==> src/rtl/fighter_action_fsm.sv <==
// fighter_action_fsm
//   Per-player action state machine. Turns buttons into movement, a
//   three-phase attack (startup/active/recovery) and stun, and feeds
//   state / position / attack flags to the hit detector.
//
//   Optional build macro: KNOCKBACK_EN -- when defined, entering STUN pushes
//   the sprite backward by KNOCKBACK_PX (clamped). When undefined, no
//   knockback logic exists.
//
// Ports:
//   clk           in   system clock
//   reset         in   asynchronous active-high reset
//   frame_tick    in   one-clk pulse per video frame; all state/position updates happen here
//   btn_left      in   left button (level)
//   btn_right     in   right button (level)
//   btn_attack    in   attack button (level, rising edge triggers)
//   hit_taken     in   hit flag from the hit detector (rising edge = this player hit)
//   state         out  [3:0] current state code
//   pos_x         out  [9:0] sprite x position (left edge)
//   attacking     out  basic attack in progress
//   dir_attacking out  directional attack in progress
module fighter_action_fsm #(
  parameter int FACING_RIGHT = 1,
  parameter int INIT_X       = 100,
  parameter int X_MIN        = 0,
  parameter int X_MAX        = 576,
  parameter int FWD_SPEED    = 3,
  parameter int BWD_SPEED    = 2,
  parameter int ATK_STARTUP  = 5,
  parameter int ATK_ACTIVE   = 2,
  parameter int ATK_RECOVERY = 16,
  parameter int DIR_STARTUP  = 4,
  parameter int DIR_ACTIVE   = 3,
  parameter int DIR_RECOVERY = 15,
  parameter int STUN_FRAMES  = 16,
  parameter int KNOCKBACK_PX = 8
) (
  input  logic       clk,
  input  logic       reset,
  input  logic       frame_tick,
  input  logic       btn_left,
  input  logic       btn_right,
  input  logic       btn_attack,
  input  logic       hit_taken,
  output logic [3:0] state,
  output logic [9:0] pos_x,
  output logic       attacking,
  output logic       dir_attacking
);

  typedef enum logic [3:0] {
    S_IDLE      = 4'd0,
    S_MOVE_FWD  = 4'd1,
    S_MOVE_BWD  = 4'd2,
    S_ATK_START = 4'd5,
    S_ATK_ACT   = 4'd6,
    S_ATK_REC   = 4'd7,
    S_STUN      = 4'd8
  } state_e;

  // Counter reload values: a state lasting N ticks loads N-1.
  localparam logic [4:0] ATK_S_LD  = 5'(ATK_STARTUP - 1);
  localparam logic [4:0] ATK_A_LD  = 5'(ATK_ACTIVE - 1);
  localparam logic [4:0] ATK_R_LD  = 5'(ATK_RECOVERY - 1);
  localparam logic [4:0] DIR_S_LD  = 5'(DIR_STARTUP - 1);
  localparam logic [4:0] DIR_A_LD  = 5'(DIR_ACTIVE - 1);
  localparam logic [4:0] DIR_R_LD  = 5'(DIR_RECOVERY - 1);
  localparam logic [4:0] STUN_LD   = 5'(STUN_FRAMES - 1);
  localparam logic [9:0] INIT_POS  = 10'(INIT_X);
  localparam logic [10:0] FWD_AMT  = 11'(FWD_SPEED);
  localparam logic [10:0] BWD_AMT  = 11'(BWD_SPEED);
  localparam logic signed [10:0] XMIN_S = 11'(X_MIN);
  localparam logic signed [10:0] XMAX_S = 11'(X_MAX);
  localparam logic FACE_R = (FACING_RIGHT != 0);

  // Move p by amt toward increasing x (up=1) or decreasing x, in signed
  // 11-bit arithmetic, and clamp to the legal range so it never wraps.
  function automatic logic [9:0] step_pos(input logic [9:0] p,
                                          input logic [10:0] amt,
                                          input logic up);
    logic signed [10:0] v;
    if (up) begin
      v = $signed({1'b0, p}) + $signed(amt);
    end else begin
      v = $signed({1'b0, p}) - $signed(amt);
    end
    if (v < XMIN_S) begin
      return XMIN_S[9:0];
    end else if (v > XMAX_S) begin
      return XMAX_S[9:0];
    end else begin
      return v[9:0];
    end
  endfunction

  state_e     state_q, state_d;
  logic [4:0] cnt_q, cnt_d;
  logic [9:0] pos_q, pos_d;
  logic       attacking_q, attacking_d;
  logic       dir_attacking_q, dir_attacking_d;
  logic       btn_attack_q, btn_attack_d;
  logic       hit_taken_q, hit_taken_d;
  logic       atk_pend_q, atk_pend_d;
  logic       hit_pend_q, hit_pend_d;

  logic atk_now_s, hit_now_s;
  logic right_only_s, left_only_s, one_dir_s, fwd_held_s, bwd_held_s;

  // Edge latches: a press arriving on the tick clock itself is still seen
  // (atk_now/hit_now include the live edge) and then the latch clears.
  always_comb begin
    btn_attack_d = btn_attack;
    hit_taken_d  = hit_taken;
    atk_now_s    = atk_pend_q | (btn_attack & ~btn_attack_q);
    hit_now_s    = hit_pend_q | (hit_taken & ~hit_taken_q);
    if (frame_tick) begin
      atk_pend_d = 1'b0;
      hit_pend_d = 1'b0;
    end else begin
      atk_pend_d = atk_now_s;
      hit_pend_d = hit_now_s;
    end
  end

  // Direction decode relative to facing.
  always_comb begin
    right_only_s = btn_right & ~btn_left;
    left_only_s  = btn_left & ~btn_right;
    one_dir_s    = right_only_s | left_only_s;
    fwd_held_s   = FACE_R ? right_only_s : left_only_s;
    bwd_held_s   = FACE_R ? left_only_s : right_only_s;
  end

  // Next-state, counter, position and attack-flag logic, evaluated per tick.
  always_comb begin
    state_d         = state_q;
    cnt_d           = cnt_q;
    pos_d           = pos_q;
    attacking_d     = attacking_q;
    dir_attacking_d = dir_attacking_q;
    if (frame_tick) begin
      if (hit_now_s) begin
        state_d         = S_STUN;
        cnt_d           = STUN_LD;
        attacking_d     = 1'b0;
        dir_attacking_d = 1'b0;
`ifdef KNOCKBACK_EN
        // Backward is away from the facing direction.
        pos_d = step_pos(pos_q, 11'(KNOCKBACK_PX), ~FACE_R);
`else
        pos_d = pos_q;
`endif
      end else begin
        case (state_q)
          S_IDLE, S_MOVE_FWD, S_MOVE_BWD: begin
            if (atk_now_s) begin
              state_d = S_ATK_START;
              if (one_dir_s) begin
                dir_attacking_d = 1'b1;
                cnt_d           = DIR_S_LD;
              end else begin
                attacking_d = 1'b1;
                cnt_d       = ATK_S_LD;
              end
            end else if (fwd_held_s) begin
              state_d = S_MOVE_FWD;
              pos_d   = step_pos(pos_q, FWD_AMT, FACE_R);
            end else if (bwd_held_s) begin
              state_d = S_MOVE_BWD;
              pos_d   = step_pos(pos_q, BWD_AMT, ~FACE_R);
            end else begin
              state_d = S_IDLE;
            end
          end
          S_ATK_START: begin
            if (cnt_q == 5'd0) begin
              state_d = S_ATK_ACT;
              cnt_d   = dir_attacking_q ? DIR_A_LD : ATK_A_LD;
            end else begin
              cnt_d = cnt_q - 5'd1;
            end
          end
          S_ATK_ACT: begin
            if (cnt_q == 5'd0) begin
              state_d = S_ATK_REC;
              cnt_d   = dir_attacking_q ? DIR_R_LD : ATK_R_LD;
            end else begin
              cnt_d = cnt_q - 5'd1;
            end
          end
          S_ATK_REC: begin
            if (cnt_q == 5'd0) begin
              state_d         = S_IDLE;
              attacking_d     = 1'b0;
              dir_attacking_d = 1'b0;
            end else begin
              cnt_d = cnt_q - 5'd1;
            end
          end
          S_STUN: begin
            if (cnt_q == 5'd0) begin
              state_d = S_IDLE;
            end else begin
              cnt_d = cnt_q - 5'd1;
            end
          end
          default: begin
            state_d         = S_IDLE;
            cnt_d           = 5'd0;
            attacking_d     = 1'b0;
            dir_attacking_d = 1'b0;
          end
        endcase
      end
    end else begin
      state_d = state_q;
    end
  end

  // State, position, flag and edge-latch registers.
  always_ff @(posedge clk or posedge reset) begin
    if (reset) begin
      state_q         <= S_IDLE;
      cnt_q           <= 5'd0;
      pos_q           <= INIT_POS;
      attacking_q     <= 1'b0;
      dir_attacking_q <= 1'b0;
      btn_attack_q    <= 1'b0;
      hit_taken_q     <= 1'b0;
      atk_pend_q      <= 1'b0;
      hit_pend_q      <= 1'b0;
    end else begin
      state_q         <= state_d;
      cnt_q           <= cnt_d;
      pos_q           <= pos_d;
      attacking_q     <= attacking_d;
      dir_attacking_q <= dir_attacking_d;
      btn_attack_q    <= btn_attack_d;
      hit_taken_q     <= hit_taken_d;
      atk_pend_q      <= atk_pend_d;
      hit_pend_q      <= hit_pend_d;
    end
  end

  assign state         = state_q;
  assign pos_x         = pos_q;
  assign attacking     = attacking_q;
  assign dir_attacking = dir_attacking_q;

endmodule

==> config.mk <==
export PLATFORM = sky130hd
export DESIGN_NAME = fighter_action_fsm
export DESIGN_NICKNAME = d
export VERILOG_FILES = /design/src/rtl/fighter_action_fsm.sv
export SDC_FILE = /design/constraint.sdc
export NUM_CORES = 1
export LEC_CHECK = 0
export ABC_CLOCK_PERIOD_IN_PS = 2150
export BUFFER_PORTS_ARGS = -buffer_cell sky130_fd_sc_hd__buf_4
export CORE_MARGIN = 2
export CORE_UTILIZATION = 55
export CTS_BUF_LIST = sky130_fd_sc_hd__clkbuf_8
export DETAILED_ROUTE_END_ITERATION = 16
export PLACE_DENSITY = 0.78
export REMOVE_ABC_BUFFERS = 1
export SYNTH_ARGS = -nofsm -noshare
export SYNTH_HDL_FRONTEND = slang
export SYNTH_SLANG_ARGS = --single-unit
==> constraint.sdc <==
create_clock -name clk -period 2.15 [get_ports clk]
set_input_delay 0.1075 -clock clk [delete_from_list [all_inputs] [get_ports clk]]
set_output_delay 0.1075 -clock clk [all_outputs]
set_load 0.005 [all_outputs]
==> results of run 1 <==
-- critical path: stages, from the launching register on --
cell	delay (ps)
dfstp_2	590
buf_6	130
ha_2	190
a21oi_4	80
a211o_1	330
mux2_4	320
o31ai_4	70
buf_6	160
nand3_1	80
o31ai_2	200
-- worst max path at each step --
stage               slack, ps      from  cells after the start  endpoint
finish                    -90  pos_x[2]                      9  pos_x[0]
global route             -120  pos_x[1]                     10  pos_x[0]
CTS                       -70  pos_x[1]                      8  pos_x[4]
detailed placement       -180  pos_x[1]                      8  pos_x[0]
global placement          -50  pos_x[2]                      8  pos_x[2]
floorplan                -210  pos_x[2]                      8  pos_x[7]
-- state kept, by name, indices dropped and copies added (netlist names) --
register / count
atk_pend_q: 1
dir_attacking: 1
state: 4
btn_attack_q: 1
attacking: 1
hit_taken_q: 1
cnt_q: 5
hit_pend_q: 1
pos_x: 10
-- cell families after synthesis --
logic type / Yosys count / share of synthesized area (%)
simple gates: 86 / 22.62
buf+inv: 36 / 7.350
flops: 25 / 28.66
compound gates: 88 / 31.11
xor+xnor: 5 / 1.995
fa+ha+maj: 9 / 5.128
mux: 6 / 3.134
-- cells in the final DEF (no fill, tap or decap), types with 3 or more instances in the layout --
cell,instances
a211o_1,3
a21oi_1,13
a21oi_2,4
a21oi_4,3
a31oi_1,3
buf_4,62
buf_6,5
clkbuf_8,3
dfrtp_1,22
dfstp_2,3
dlygate4sd3_1,3
ha_1,6
inv_1,21
nand2_1,19
nand2b_1,4
nand3_1,4
nor2_1,18
nor2b_1,4
nor3_1,5
o211ai_1,6
o21a_1,6
o21ai_0,7
o21ai_1,6
o21bai_1,3
o31ai_1,3
or2_2,3
xnor2_1,3
-- layout make-up --
class                           count  share of cell area, %
Clock buffer                        3                  1.394
Multi-Input combinational cell    194                  53.63
Timing Repair Buffer               71                  18.79
Tap cell                           48                  2.027
Inverter                           22                  2.787
Sequential cell                    25                  21.24
Clock inverter                      1                 0.1267
-- power by group --
group / switching [mW] / total [mW] / internal (mW)
clock network: 0.166 / 0.295 / 0.129
logic: 0.857 / 1.68 / 0.823
registers: 0.134 / 0.716 / 0.582
-- repair_timing --
item                                    in CTS  in global routing
endpoints found under the hold margin       24                  0
resized for setup                           15                 28
cloned                                       0                  1
endpoints found under the setup margin       9                 16
hold buffers                                 3                  0
buffers inserted                             5                  3
pin swaps                                   14                  8
-- routing by layer --
metal / wire, um / part of all wire [%]
met2: 3226 / 51
met3: 307 / 4.8
met4: 184 / 2.9
met1: 2617 / 41
met5: 0 / 0
==> impl_metrics.tcl, run 1 <==
set metrics [dict create \
    ys_async_sr_fraction_pct 100.0 \
    fp.dieH_um 67.19 \
    top_usage_layer "met2" \
    rsz0062_at_grt "yes" \
    cts_root_buffer "clkbuf_8" \
    final_antenna_net_count 0 \
    grt_max_degree 26 \
    synth.avg_cell_area_um2 8.611 \
    cts_sinks 25 \
    irDropWorstVdd_v 0.0007620 \
    ys_types 72 \
    nets 333 \
    grt.overflow.total 0 \
    grt_pass1_vias 2104 \
    cts_htree_levels 1 \
    gp_congestion 0.8911 \
    cp.required_ps 2350 \
    synth_area_leader_cell "dfrtp_1" \
    slew_headroom_pct 70.00 \
    p_total_mw 2.691 \
    rows 22 \
    synth_top_area_share_pct 25.07 \
    clock_latency_ps 280 \
    first_pass_iters 4 \
    gr-usage-met3_pct 1.167 \
    fill_cells 240 \
    dr.first_iter.drc_count 176 \
    synth_edf_count 0 \
    p_leak_nw 1.229 \
    finalSetupViolCount 8 \
    post_drt_wl_per_cell_um 17.41 \
    syn_area_um2 2196 \
    yosysWarnings 0 \
    grtUsageTotal_pct 28.11 \
    syn_inst 255 \
    antenna_found_initial 0 \
    cts_tree "built" \
    violations "setup timing" \
    post-route-period-util_pct 104.1 \
    hold_path_depth 2 \
    hold_viol_final 0 \
    wirelength_mm 6.337 \
    coreArea_um2 3744 \
    slew_violations 0 \
    synth_ff_type "dfrtp_1" \
    r2r_end "pos_x[0]" \
    die_w_um 67.19 \
    register_area_um2 629.4 \
    multi_input_area_um2 1589 \
    finalHoldWorstSlack_ps 44.77 \
    worst-slew-pin-transition_ps 446.2 \
    grt_pass1_wl_mm 9.735 \
    start_util_pct 58.66 \
    finalInstanceArea_um2 2963 \
    synthToLayoutAreaGrowth_pct 34.93 \
    met1_usage_pct 34.56 \
    diodes 0 \
    met2_usage_pct 52.10 \
    placed_area_um2 2620 \
    synth_common_cells "22 x dfrtp_1, 22 x inv_1, 20 x nand2_1" \
    fmax_ghz 0.4468 \
    finalWorstSetupSlack_ps -87.98 \
    clockBufferDepth 2 \
    cp-start-kind "register" \
    num_vias 2278 \
    drc_errors 0 \
    placedCellCount 348 \
    io_pins 23 \
    die-area_um2 4514 \
    min-delay-start "frame_tick" \
    drive_gt1_share_pct 39.24 \
    ys_ff_latch 25 \
    postLayoutCoreUtil_pct 79.14 \
    crit_path_end_kind "register" \
    vias_per_cell 6.258 \
    io_buffers 22 \
    ys_seq_area_share_pct 28.66 \
    worst-endpoint-arrival_ps 2430 \
    worstHoldEndpoint "hit_pend_q" \
    hpwl_mm 4.188 \
    r2r_setup_slack_ps -90 \
    status "complete, but fails checks" \
    final.setup_skew_ps 9.772 \
    r2r_start "pos_x[2]" \
    path_class "reg2reg" \
    finalNonFillerCells 364 \
    power_density_nw_per_um2 908.1 \
    cts_inserted_buffers 3 \
    hold_path.class "in2reg" \
    synth_top_cells_by_area "dfrtp_1 25%, ha_1 5.1%, a21oi_1 3.9%, inv_1 3.8%, dfstp_2 3.6%" \
    post-route-min-period_ps 2238 \
    rr_worst_depth 9 \
    clk_pin_slew_ps 100 \
    drv_cap 0 \
    tns_ps -318.9 \
    crit_fanout 7 \
    place_ws_ps -181.7 \
]
Power figures use the tool's default switching activity.
==> run 2, diff against run 1 <==
--- a/config.mk
+++ b/config.mk
@@ -5,13 +5,13 @@
 export SDC_FILE = /design/constraint.sdc
 export NUM_CORES = 1
 export LEC_CHECK = 0
-export ABC_CLOCK_PERIOD_IN_PS = 2150
+export ABC_AREA = 1
 export BUFFER_PORTS_ARGS = -buffer_cell sky130_fd_sc_hd__buf_4
 export CORE_MARGIN = 2
 export CORE_UTILIZATION = 55
 export CTS_BUF_LIST = sky130_fd_sc_hd__clkbuf_8
 export DETAILED_ROUTE_END_ITERATION = 16
-export PLACE_DENSITY = 0.78
+export PLACE_DENSITY = 0.79
 export REMOVE_ABC_BUFFERS = 1
 export SYNTH_ARGS = -nofsm -noshare
 export SYNTH_HDL_FRONTEND = slang
==> run 2 against run 1 <==
  * Largest cell class unchanged
  * Count of clock-buffer cells in the layout did not move
  * Worst setup slack improved by 290 ps
  * The run now ends clean
  * Clock power fell by 7.8%
  * Highest routed layer unchanged
==> impl_metrics.tcl, run 2 <==
set metrics [dict create \
    io_buffers 22 \
    power_density_nw_per_um2 1333 \
    syn_area_um2 2093 \
    cts_tree "built" \
    final_antenna_net_count 0 \
    synth_top_cells_by_area "dfrtp_1 26%, nand2_1 18%, nand3_1 7.7%, inv_1 7.4%, nor2_1 5.6%" \
    cts_inserted_buffers 3 \
    crit_buf_inv 4 \
    irDropWorstVdd_v 0.0006291 \
    die_w_um 65.69 \
    synth.avg_cell_area_um2 6.583 \
    first_pass_iters 4 \
    post-route-period-util_pct 90.59 \
    gp_congestion 0.9113 \
    grtUsageTotal_pct 23.77 \
    cts_sinks 25 \
    synth_top_area_share_pct 26.30 \
    grt.overflow.total 0 \
    start_util_pct 57.18 \
    crit_fanout 7 \
    cts_htree_levels 1 \
    coreArea_um2 3661 \
    placed_area_um2 2277 \
    dr.first_iter.drc_count 175 \
    grt_max_degree 26 \
    nets 359 \
    synth_edf_count 0 \
    final_cell_mix "101 x nand2_1, 41 x inv_1, 32 x nand3_1" \
    cts_root_buffer "clkbuf_8" \
    crit_path_end_kind "register" \
    ys_async_sr_fraction_pct 100.0 \
    slew_headroom_pct 63.93 \
    cp_top_family "simple AND/OR/NAND/NOR gates" \
    clk_pin_slew_ps 80 \
    ys_ff_latch 25 \
    worst-slew-pin-transition_ps 541.0 \
    p_int_mw 1.534 \
    antenna_found_initial 0 \
    yosysMostFrequentCell "nand2_1" \
    status "completed" \
    cp_common_cell "nand2_1" \
    synthToLayoutAreaGrowth_pct 12.43 \
    wirelength_mm 4.551 \
    crit_chain "inv_1, ha_1, inv_1, nand3_1, inv_1, nand2_1, nand2_1, nand2_1, nand2_1, inv_2, nand2_1, nand2_4, nand2_1, nand2_1, nand2_1, nand2_1" \
    seq_power_share_pct 28.9 \
    syn_inst 318 \
    drv_cap 0 \
    power_switching_mw 1.604 \
    clockPowerShare_pct 8.7 \
    fill_cells 350 \
    rsz0062_at_grt "no" \
    largest_reg_flops 10 \
    hold_path.class "in2reg" \
    wl_met1_mm 2.228 \
    p_leak_nw 1.256 \
    grt_pass1_vias 1815 \
    ys_seq_area_share_pct 30.07 \
    grt_pass1_wl_mm 8.142 \
    hpwl_mm 3.570 \
    multi_input_area_um2 1225 \
    wl_met3_um 337 \
    met2_length_mm 1.957 \
    diodes 0 \
    clock_latency_ps 270 \
    comb_power_share_pct 62.4 \
    finalInstanceArea_um2 2354 \
    register_area_um2 630.6 \
    fp.dieH_um 65.69 \
    path_class "reg2reg" \
    cp.required_ps 2310 \
    io_pins 23 \
    swShare_pct 51.12 \
    vias_per_cell 5.269 \
    cts_setup_buffers 0 \
    synth_area_leader_cell "dfrtp_1" \
    rows 22 \
    slowest_stage "dfrtp_1" \
    synth_common_cells "101 x nand2_1, 41 x inv_1, 32 x nand3_1" \
    drive_gt1_share_pct 17.25 \
    yosysWarnings 0 \
    tns_ps 0 \
    post_drt_wl_per_cell_um 11.67 \
    slew_violations 0 \
    num_vias 2055 \
    clockBufferDepth 2 \
    top_layer_used "met4" \
    cp-start-kind "register" \
    final.setup_skew_ps 8.321 \
    crit_path_max_incr_delay_ps 430 \
    drc_errors 0 \
    die-area_um2 4315 \
    post-route-min-period_ps 1948 \
    final_common_cell "nand2_1" \
    synth_ff_type "dfrtp_1" \
    fmax_ghz 0.5134 \
    ys_types 35 \
    finalSetupViolCount 0 \
    worst-endpoint-arrival_ps 2110 \
    hold_viol_final 0 \
]
==> run 2: cell types whose count changed in the layout (fill, tap and decap cells not counted), moves of 13 or more <==
cell / previous run / this run
nand3_1: 4 / 32
buf_4: 62 / 23
nand2_1: 19 / 101
nor2_1: 18 / 31
inv_1: 21 / 41
==> run 2: worst register-to-register path, delay by kind of cell (launching register included) <==
family                   cells  cell delay (ps)
adder cells (fa/ha/maj)      1              240
AND/OR/NAND/NOR             11              780
flip-flops                   1              430
buffers and inverters        4              400
==> run 2: kinds of logic after synthesis <==
kind of cell | synth area share [%]
XOR/XNOR | 1.255
buffers and inverters | 11.42
AO/OA/AOI/OAI | 11.30
AND/OR/NAND/NOR | 40.59
adder cells (fa/ha/maj) | 5.380
flip-flops | 30.07
==> run 2: power by group through the flow <==
| stage | Sequential [mW] | Clock (mW) | Combinational [mW] |
|---|---|---|---|
| floorplan | 0.859 | 0 | 1.43 |
| global placement | 0.907 | 0 | 1.93 |
| detailed placement | 0.905 | 0 | 1.94 |
| CTS | 0.898 | 0.285 | 1.95 |
| global route | 0.941 | 0.299 | 2.24 |
| finish | 0.907 | 0.272 | 1.96 |
==> run 2: layer usage <==
layer	GRT usage, %	vias up
li1	-	1054
met1	37.32	926
met2	35.10	71
met3	3.253	4
met4	3.906	0
met5	0	-
==> run 2: path summary, 6_finish.rpt <==
check                                 from          to  slack [ps]  cells after the start
min in group asynchronous            reset    state[2]         450                      4
worst min-delay path            frame_tick  hit_pend_q          90                      2
worst min register to register   attacking   attacking         520                      1
max in group asynchronous            reset    pos_x[5]        1410                      4
worst max register to register    pos_x[0]    pos_x[3]         200                     16
worst max-delay path              pos_x[0]    pos_x[3]         200                     16
==> run 2: metrics by stage <==
step	hold slack, ps	worst slack (ps)	util, %	power, mW	instances
5_1_grt	78.17	6.692	64.29	3.484	390
3_5_place_dp	184.0	119.7	62.20	2.845	383
2_1_floorplan	132.6	439.4	-	2.290	312
3_3_place_gp	184.1	146.2	62.20	2.837	383
4_1_cts	75.08	103.6	64.25	3.134	390
6_report	85.40	202.3	64.29	3.138	390
==> run 2: cell type report <==
class                           instances  share of cell area, %
Multi-Input combinational cell        239                  52.05
Sequential cell                        25                  26.79
Clock buffer                            3                  1.754
Timing Repair Buffer                   26                  8.612
Tap cell                               48                  2.552
Clock inverter                          1                 0.1595
Inverter                               48                  8.081
==> run 2: timing repair <==
item                                    CTS  global route
endpoints found under the setup margin    0             9
hold buffers                              3             0
endpoints found under the hold margin    24             0
gates resized for setup                   0             2
